[config.mk]
export PLATFORM = sky130hd
export DESIGN_NAME = sine_dac_serializer
export DESIGN_NICKNAME = d
export VERILOG_FILES = /design/src/rtl/sine_dac_serializer.sv
export SDC_FILE = /design/constraint.sdc
export NUM_CORES = 1
export LEC_CHECK = 0
export BUFFER_PORTS_ARGS = -buffer_cell sky130_fd_sc_hd__buf_2
export CAP_MARGIN = 20
export CORE_ASPECT_RATIO = 2
export CORE_MARGIN = 2
export CORE_UTILIZATION = 43
export CTS_CLUSTER_DIAMETER = 60
export DETAILED_ROUTE_END_ITERATION = 6
export PLACE_DENSITY = 0.76
export SLEW_MARGIN = 40
export SYNTH_ARGS = -nofsm -noshare
export SYNTH_HDL_FRONTEND = slang
export SYNTH_SLANG_ARGS = --single-unit
[constraint.sdc]
create_clock -name clk -period 3.1 [get_ports clk]
set_input_delay 0.155 -clock clk [delete_from_list [all_inputs] [get_ports clk]]
set_output_delay 0.155 -clock clk [all_outputs]
set_load 0.01 [all_outputs]
[src/rtl/sine_dac_serializer.sv]
// Converts two's-complement sine samples to offset binary and streams them MSB first
// to an SPI-style DAC through a one-entry, latest-wins holding buffer.
module sine_dac_serializer #(
   parameter int CLK_DIV  = 4,
   parameter int DAC_BITS = 16
) (
   input  logic        clk,
   input  logic        rst_n,
   input  logic [31:0] sample,
   input  logic        sample_valid,
   output logic        sample_ready,
   output logic        dac_sclk,
   output logic        dac_mosi,
   output logic        dac_cs_n,
   output logic        busy,
   output logic [7:0]  overrun_cnt
);

   localparam int            HW        = $clog2(2 * DAC_BITS);
   localparam logic [7:0]    DIV_M1    = 8'(CLK_DIV - 1);
   localparam logic [HW-1:0] LAST_HALF = HW'(2 * DAC_BITS - 1);

   typedef enum logic [1:0] {
      IDLE  = 2'd0,
      SETUP = 2'd1,
      SHIFT = 2'd2,
      HOLD  = 2'd3
   } state_t;

   state_t              state_q, state_d;
   logic [7:0]          cnt_q, cnt_d;
   logic [HW-1:0]       half_q, half_d;
   logic [DAC_BITS-1:0] shreg_q, shreg_d;
   logic [DAC_BITS-1:0] buf_q, buf_d;
   logic                buf_full_q, buf_full_d;
   logic                sclk_q, sclk_d;
   logic                mosi_q, mosi_d;
   logic                cs_n_q, cs_n_d;
   logic                busy_q, busy_d;
   logic                ready_q, ready_d;
   logic [7:0]          ovr_q, ovr_d;
   logic                load_s;
   logic [DAC_BITS-1:0] word_s;
   logic                unused_lsbs_s;

   // Offset binary: flip the sign bit and keep the top DAC_BITS bits.
   assign word_s        = {~sample[31], sample[30:32-DAC_BITS]};
   assign unused_lsbs_s = ^sample[31-DAC_BITS:0];

   // Frame sequencer and holding-buffer next-state logic.
   always_comb begin
      state_d    = state_q;
      cnt_d      = cnt_q;
      half_d     = half_q;
      shreg_d    = shreg_q;
      buf_d      = buf_q;
      buf_full_d = buf_full_q;
      sclk_d     = sclk_q;
      mosi_d     = mosi_q;
      cs_n_d     = cs_n_q;
      ovr_d      = ovr_q;
      load_s     = 1'b0;

      case (state_q)
         IDLE: begin
            if (buf_full_q) begin
               load_s  = 1'b1;
               shreg_d = buf_q;
               cs_n_d  = 1'b0;
               mosi_d  = buf_q[DAC_BITS-1];
               cnt_d   = DIV_M1;
               state_d = SETUP;
            end else begin
               state_d = IDLE;
            end
         end
         SETUP: begin
            if (cnt_q == 8'd0) begin
               cnt_d   = DIV_M1;
               half_d  = {HW{1'b0}};
               state_d = SHIFT;
            end else begin
               cnt_d = cnt_q - 8'd1;
            end
         end
         SHIFT: begin
            if (cnt_q == 8'd0) begin
               cnt_d  = DIV_M1;
               half_d = half_q + {{(HW-1){1'b0}}, 1'b1};
               if (!sclk_q) begin
                  sclk_d = 1'b1;
               end else if (half_q == LAST_HALF) begin
                  sclk_d  = 1'b0;
                  cs_n_d  = 1'b1;
                  mosi_d  = 1'b0;
                  state_d = HOLD;
               end else begin
                  // Falling edge: present the next bit for the DAC's rising-edge sample.
                  sclk_d  = 1'b0;
                  mosi_d  = shreg_q[DAC_BITS-2];
                  shreg_d = shreg_q << 1;
               end
            end else begin
               cnt_d = cnt_q - 8'd1;
            end
         end
         HOLD: begin
            if (cnt_q == 8'd0) begin
               state_d = IDLE;
            end else begin
               cnt_d = cnt_q - 8'd1;
            end
         end
         default: begin
            state_d = IDLE;
         end
      endcase

      // A write arriving with a load lands in the just-emptied buffer, so no overrun.
      if (sample_valid) begin
         buf_d      = word_s;
         buf_full_d = 1'b1;
         if (buf_full_q && !load_s && (ovr_q != 8'hFF)) begin
            ovr_d = ovr_q + 8'd1;
         end else begin
            ovr_d = ovr_q;
         end
      end else if (load_s) begin
         buf_full_d = 1'b0;
      end else begin
         buf_full_d = buf_full_q;
      end

      busy_d  = (state_d != IDLE);
      ready_d = ~buf_full_d;
   end

   // State and output registers; reset aborts any frame in flight.
   always_ff @(posedge clk or negedge rst_n) begin
      if (!rst_n) begin
         state_q    <= IDLE;
         cnt_q      <= 8'd0;
         half_q     <= {HW{1'b0}};
         shreg_q    <= {DAC_BITS{1'b0}};
         buf_q      <= {DAC_BITS{1'b0}};
         buf_full_q <= 1'b0;
         sclk_q     <= 1'b0;
         mosi_q     <= 1'b0;
         cs_n_q     <= 1'b1;
         busy_q     <= 1'b0;
         ready_q    <= 1'b1;
         ovr_q      <= 8'd0;
      end else begin
         state_q    <= state_d;
         cnt_q      <= cnt_d;
         half_q     <= half_d;
         shreg_q    <= shreg_d;
         buf_q      <= buf_d;
         buf_full_q <= buf_full_d;
         sclk_q     <= sclk_d;
         mosi_q     <= mosi_d;
         cs_n_q     <= cs_n_d;
         busy_q     <= busy_d;
         ready_q    <= ready_d;
         ovr_q      <= ovr_d;
      end
   end

   assign sample_ready = ready_q;
   assign dac_sclk     = sclk_q;
   assign dac_mosi     = mosi_q;
   assign dac_cs_n     = cs_n_q;
   assign busy         = busy_q;
   assign overrun_cnt  = ovr_q;

endmodule

==> metrics.md, run 1 <==
| Metric | Value |
|---|---|
| CTS Buffer Depth | 2 |
| Setup Buffers After CTS | 0 |
| Crit Path Class | reg -> reg |
| CP Cell Sequence | inv_1 -> ha_1 -> or3b_2 -> nor4b_4 -> or3_1 -> o221a_1 |
| Vias | 2,089 |
| Cells on worst reg2reg path | 6 |
| Period utilization | approximately 79% |
| Worst path max stage delay | between 0.6 and 0.7 ns |
| Syn_nets | 286 |
| Tightest Pin Transition | 0.798 ns |
| Core ar. | between 6000 and 7000 um^2 |
| CP Launch Type | flop |
| DIE WIDTH | 61.7 um |
| Number of port buffers | 31 |
| Main synth FF type | dfrtp_1 |
| H-tree depth | 3 |
| Initial antenna violation count | 0 |
| Worst-path clk slew | approximately 0.05 ns |
| Fmax | between 400 and 500 MHz |
| Gate Count Post-Synth | 242 |
| Area of the multi-input gates | approximately 1300 um^2 |
| Setup TNS | 0 ns |
| Register area share after synthesis | between 50% and 60% |
| HPWL Detailed | 3.76 mm |
| DIE HEIGHT | between 100 and 150 um |
| Largest net degree at the start of global routing | 46 |
| WL final | 5.64 mm |
| Vias per cell | 5.66 |
| Drt drc | 0 |
| Initial DRC Count | 144 |
| Skew-Pair Late Insertion Delay | roughly 0.32 ns |
| Min-delay worst type | in -> reg |
| Final setup fails | 0 |
| Run status | finished clean |
| Crit path max-delay cell type | nor4b_4 |
| PwrDens | 1050 nW/um^2 |
| Global-route wire length before repair | ~9.8 mm |
| Pins Over Slew Limit | 0 |
| Reg-to-reg setup timing slack | between 0.6 and 0.7 ns |
| Worst EP arrival | ~2.7 ns |
| Antenna cells | 0 |
| FF+latch count, synth | 60 |
| Starting Density | a little over two fifths |
| Placed cells | roughly 350 |
| HP Start | sample[31] |
| Worst path required time | about 3.4 ns |
| Num rows | 42 |
| # IOs | 48 |
| EDFF count, synth | 0 |
| Final net count | 320 |
| Reg-to-reg startpoint | cnt_q[0] |
| Post-Syn Area per Cell | around 12 um^2 |
| Clock Skews | slightly below 0.007 ns |
| Clk root buf | clkbuf_16 |
| Grt ovf | 0 |
| Remaining antenna violation count | 0 |
| Worst r2r dst | shreg_q[11] |
| Register area | 1500 um^2 |
| Layout fillers | about 600 |
| Drt pass-1 iters | 4 |
| Full die area | approximately 7400 um^2 |
| Hold depth | 2 |
| Peak supply drop | roughly 0.6 mV |
| Vias in the first global route | between 2,000 and 2,500 |
| Area Growth Syn to Fin | 19.0% |
| Post-synthesis cell type count | 49 |
| Avg WL per Cell | around 15 um |
| RePlAce Congestion | about 0.87 |
| CTS tree | yes |
| Slew headroom | 46.3% |
| Post-Layout Cell Count | 369 |
| GRT Overall Usage | around 18% |
| Hold worst-path end | buf_q[15] |
| Maxcap violations | 0 |
| Synthesized cell area | 2860 um^2 |
| RSZ-0062 raised after global routing | false |
| CTS Buf Count | 9 |
| Min Tclk post-route | ~2.5 ns |
| P_leak | ~0.0015 uW |
| Largest fanout on the critical path | 14 |
| Clk sinks | 60 |
| Final Hold Viols | 0 |
| YS warnings | 0 |
| Critical Path Sink Type | flop |
| Share of layout cells above drive strength 1 | between 20% and 30% |
| FFs w/ async S/R, synth | between 90% and 100% |
-- Yosys cell counts, types with 2 or more instances --
library cell	number	area [um^2]
dfrtp_1	58	1450
or3_1	17	106
mux2_2	16	180
a21oi_1	12	60.1
nand2_1	12	45.0
nor2_1	12	45.0
inv_1	10	37.5
o221a_1	10	113
ha_1	9	113
nand3_1	7	35.0
xor2_1	7	61.3
o21ai_0	6	30.0
clkbuf_1	5	18.8
nor2b_1	4	25.0
nor3_1	4	20.0
o221a_2	4	45.0
buf_6	3	33.8
nor4_1	3	18.8
o211ai_1	3	22.5
a311oi_1	2	17.5
a32o_1	2	20.0
buf_2	2	10.0
dfstp_2	2	52.6
mux2i_1	2	20.0
o22a_1	2	17.5
o41ai_1	2	17.5
or2_2	2	12.5
or4b_2	2	20.0
xnor2_1	2	17.5
-- critical path, delay by kind of cell (launching register included) --
| family | cells | cell delay, ns |
|---|---|---|
| AOI/OAI and AO/OA | 1 | 0.17 |
| DFF | 1 | 0.42 |
| adders and majority gates | 1 | 0.25 |
| buffers and inverters | 1 | 0.10 |
| and+or+nand+nor | 3 | 1.44 |
-- flip-flops by register name (all words and copies together), names as in the netlist --
signal,flops
buf_full_q,1
buf_q,16
busy,1
cnt_q,8
dac_cs_n,1
dac_mosi,1
dac_sclk,1
half_q,5
overrun_cnt,8
sample_ready,1
shreg_q,15
state_q,2
-- placed cells by master, fill, tap and decap left out, types with 3 or more instances in the layout --
cell type and instances:
dfrtp_1 58, nor3_1 4, nand2_1 12, or3_1 17
nor2b_1 4, xor2_1 7, inv_1 10, o21ai_0 6
ha_1 9, o221a_2 4, buf_2 30, o221a_1 10
mux2_2 16, nand3_1 7, a21oi_1 12, nor2_1 11
clkbuf_16 9, nor4_1 3, o211ai_1 3
-- report_power, final --
part           switching [uW]  internal, uW
combinational             714           552
sequential                213          1030
clock                     326           723
total                    1250          2310
-- layout make-up --
class	count	share of cell area (%)
Timing Repair Buffer	33	5.15
Multi-Input combinational cell	162	37.0
Tap cell	88	3.23
Inverter	10	1.10
Clock inverter	4	2.13
Clock buffer	12	7.24
Sequential cell	60	44.2
-- worst max path at each step --
stage,start,to,cells after the start
after floorplan,cnt_q[0],shreg_q[10],7
after global placement,state_q[0],shreg_q[9],6
after detailed placement,state_q[0],shreg_q[5],6
after CTS,state_q[0],shreg_q[7],6
after global routing,state_q[0],shreg_q[9],6
final,cnt_q[0],shreg_q[11],6
-- stage by stage --
| step | total power (uW) | instance area, um^2 | worst slack [ns] | utilization, % | hold slack, ns |
|---|---|---|---|---|---|
| 2_1_floorplan | 2220 | 2860 | 1.06 | - | -0.141 |
| 3_3_place_gp | 2430 | 3070 | 0.735 | 47.1 | 0.334 |
| 3_5_place_dp | 2490 | 3070 | 0.683 | 47.2 | 0.180 |
| 4_1_cts | 3570 | 3400 | 0.625 | 52.2 | 0.00514 |
| 5_1_grt | 3800 | 3400 | 0.498 | 52.2 | 0.0115 |
| 6_report | 3560 | 3400 | 0.649 | 52.2 | 0.00940 |
-- kinds of logic after synthesis --
group,share of synthesized area (%)
buf+inv,3.50
simple gates,16.1
fa+ha+maj,3.94
xor+xnor,2.76
compound gates,14.1
mux,7.00
flops,52.6
-- layer usage --
layer  vias up  wire [um]  GRT usage (%)
li1        981          -              -
met4         0        123           7.18
met3        12        256           4.45
met1      1038       2460           25.3
met2        58       2800           25.7
met5         -          0              0
-- repair_timing --
item	in CTS	in global routing
resized for setup	0	0
hold buffers	1	0
hold endpoints to repair	43	0
(Power assumes the default switching activity.)
==> run 2, diff against run 1 <==
clock period = 2.5 ns   (was 3.1 ns; I/O delays follow)
==> metrics.md, run 2 (synthesis results as in run 1) <==
| Metric | Value |
|---|---|
| Run status | finished clean |
| Layout fillers | 587 |
| # IOs | 48 |
| Grt ovf | 0 |
| Clk sinks | 60 |
| Final Hold Viols | 0 |
| Commonest non-fill, non-tap cell in the layout | dfrtp_1 |
| Worst setup path start | cnt_q[0] |
| Final net count | 327 |
| Drt drc | 0 |
| Core ar. | 6520 um^2 |
| Flop pwr share | about a third |
| WL final | ~5.6 mm |
| Number of port buffers | 31 |
| Reg with most FFs | buf_q |
| Pins Over Slew Limit | 0 |
| Antenna cells | 0 |
| P_leak | 0.00153 uW |
| Largest net degree at the start of global routing | 61 |
| Register area | 1500 um^2 |
| DIE WIDTH | 61.7 um |
| Final setup fails | 0 |
| Detailed route wirelength on metal2 | approximately 2.9 mm |
| Critical Path Sink Type | flop |
| Min-delay worst type | in -> reg |
| Drt pass-1 iters | 4 |
| Reg-to-reg startpoint | cnt_q[0] |
| Vias | approximately 2,100 |
| Worst-path clk slew | ~0.050 ns |
| Crit Path Class | reg -> reg |
| CTS Buf Count | 9 |
| Commonest cells after routing, fill and taps aside | 58 x dfrtp_1, 31 x buf_2, 17 x or3_1 |
| Vias per cell | about 5.6 |
| Global-route wire length before repair | around 10 mm |
| Avg WL per Cell | ~15 um |
| Minimum hold slack | approximately 0.026 ns |
| Area Growth Syn to Fin | 20.7% |
| Worst EP arrival | 2.49 ns |
| CTS tree | yes |
| Biggest regs | buf_q: 16 flops, shreg_q: 15 flops |
| Vias in the first global route | between 2,000 and 2,500 |
| Num rows | 42 |
| Full die area | around 7400 um^2 |
| Remaining antenna violation count | 0 |
| Int Power | 2860 uW |
| PwrDens | approximately 1300 nW/um^2 |
| Switch share | between 30% and 40% |
| HPWL Detailed | 3.69 mm |
| Largest fanout on the critical path | 15 |
| RePlAce Congestion | approximately 0.84 |
| Starting Density | between 40% and 50% |
| WL met3 | about 180 um |
| CTS Buffer Depth | 2 |
| Skew-Pair Late Insertion Delay | around 0.33 ns |
| RSZ-0062 raised after global routing | false |
| Period utilization | between 90% and 100% |
| Tightest Pin Transition | ~0.6 ns |
| Fmax | 439 MHz |
| Initial DRC Count | 57 |
| GRT Overall Usage | between 10% and 20% |
| Min Tclk post-route | about 2.3 ns |
| Uppermost routed layer | met4 |
| HP Start | sample[22] |
| Clk pwr share | 27.8% |
| CP Launch Type | flop |
| Clock Skews | between 0.005 and 0.006 ns |
| Worst path required time | around 2.7 ns |
| Share of layout cells above drive strength 1 | approximately 29% |
| Clk root buf | clkbuf_16 |
| Setup TNS | 0 ns |
| H-tree depth | 3 |
| PostCTS Resize Cnt | 0 |
| Maxcap violations | 0 |
| DIE HEIGHT | 119 um |
| Area of the multi-input gates | 1260 um^2 |
| Slew headroom | about three fifths |
| Peak supply drop | between 0.8 and 0.9 mV |
| Combinational fraction of design power | a little under two fifths |
| Setup WS post-layout | 0.222 ns |
| Worst slack, placed | ~0.25 ns |
| WL met1 | 2.44 mm |
| Largest register FFs | 16 |
| Sw Pwr | 1560 uW |
| Initial antenna violation count | 0 |
## run 2: changes by cell type in the layout (fill, tap and decap cells not counted), sizes merged
cell,before,now
clkinv,1,2
dlygate4sd3,1,2
bufinv,2,1
buf,32,38
## run 2: worst paths after layout
kind                           endpoint  slack (ns)  cells after the start
max                          shreg_q[1]        0.22                      6
max in group asynchronous  sample_ready        1.86                      3
min reg2reg                  shreg_q[0]        0.49                      2
min                            buf_q[6]        0.03                      2
max reg2reg                  shreg_q[1]        0.22                      6
min in group asynchronous      buf_q[4]        0.33                      3
## run 2: critical path: stages, from the launching register on
cell     delay [ns]
dfrtp_1        0.41
inv_1          0.10
ha_1           0.26
or3b_2         0.58
nor2_4         0.21
nand4_4        0.27
o221a_2        0.33
## run 2: through the flow
stage,total power (uW),cell area [um^2],util [%],cells
floorplan,2750,2860,-,242
global placement,3100,3130,48.0,358
detailed placement,3160,3130,48.0,358
CTS,4450,3450,53.0,376
global route,4720,3450,53.0,376
finish,4410,3450,53.0,376
## run 2: area by class of cell
class	count	share of cell area [%]
sequential	60	43.6
multi-input combinational	162	36.4
clock buffer	12	7.43
timing repair buffer	40	6.96
tap	88	3.19
clock inverter	4	1.38
inverter	10	1.09
## run 2: power by group through the flow
stage                     sequential, uW  combinational (uW)  clock, uW
after CTS                           1540                1640       1260
final                               1540                1640       1230
after floorplan                     1510                1250          0
after global routing                1600                1830       1300
after global placement              1530                1570          0
after detailed placement            1550                1620          0
## run 2: what timing repair did
| action | in CTS | in global routing |
|---|---|---|
| endpoints found under the hold margin | 59 | 0 |
| setup endpoints to repair | 0 | 0 |
| setup buffers | 0 | 0 |
| hold buffers | 2 | 0 |
## run 2: metal layers
layer  track usage [%]  vias to the layer above
met4              10.5                        0
met2              27.0                       44
li1                  -                      994
met5                 0                        -
met1              23.7                     1053
met3              3.69                       12
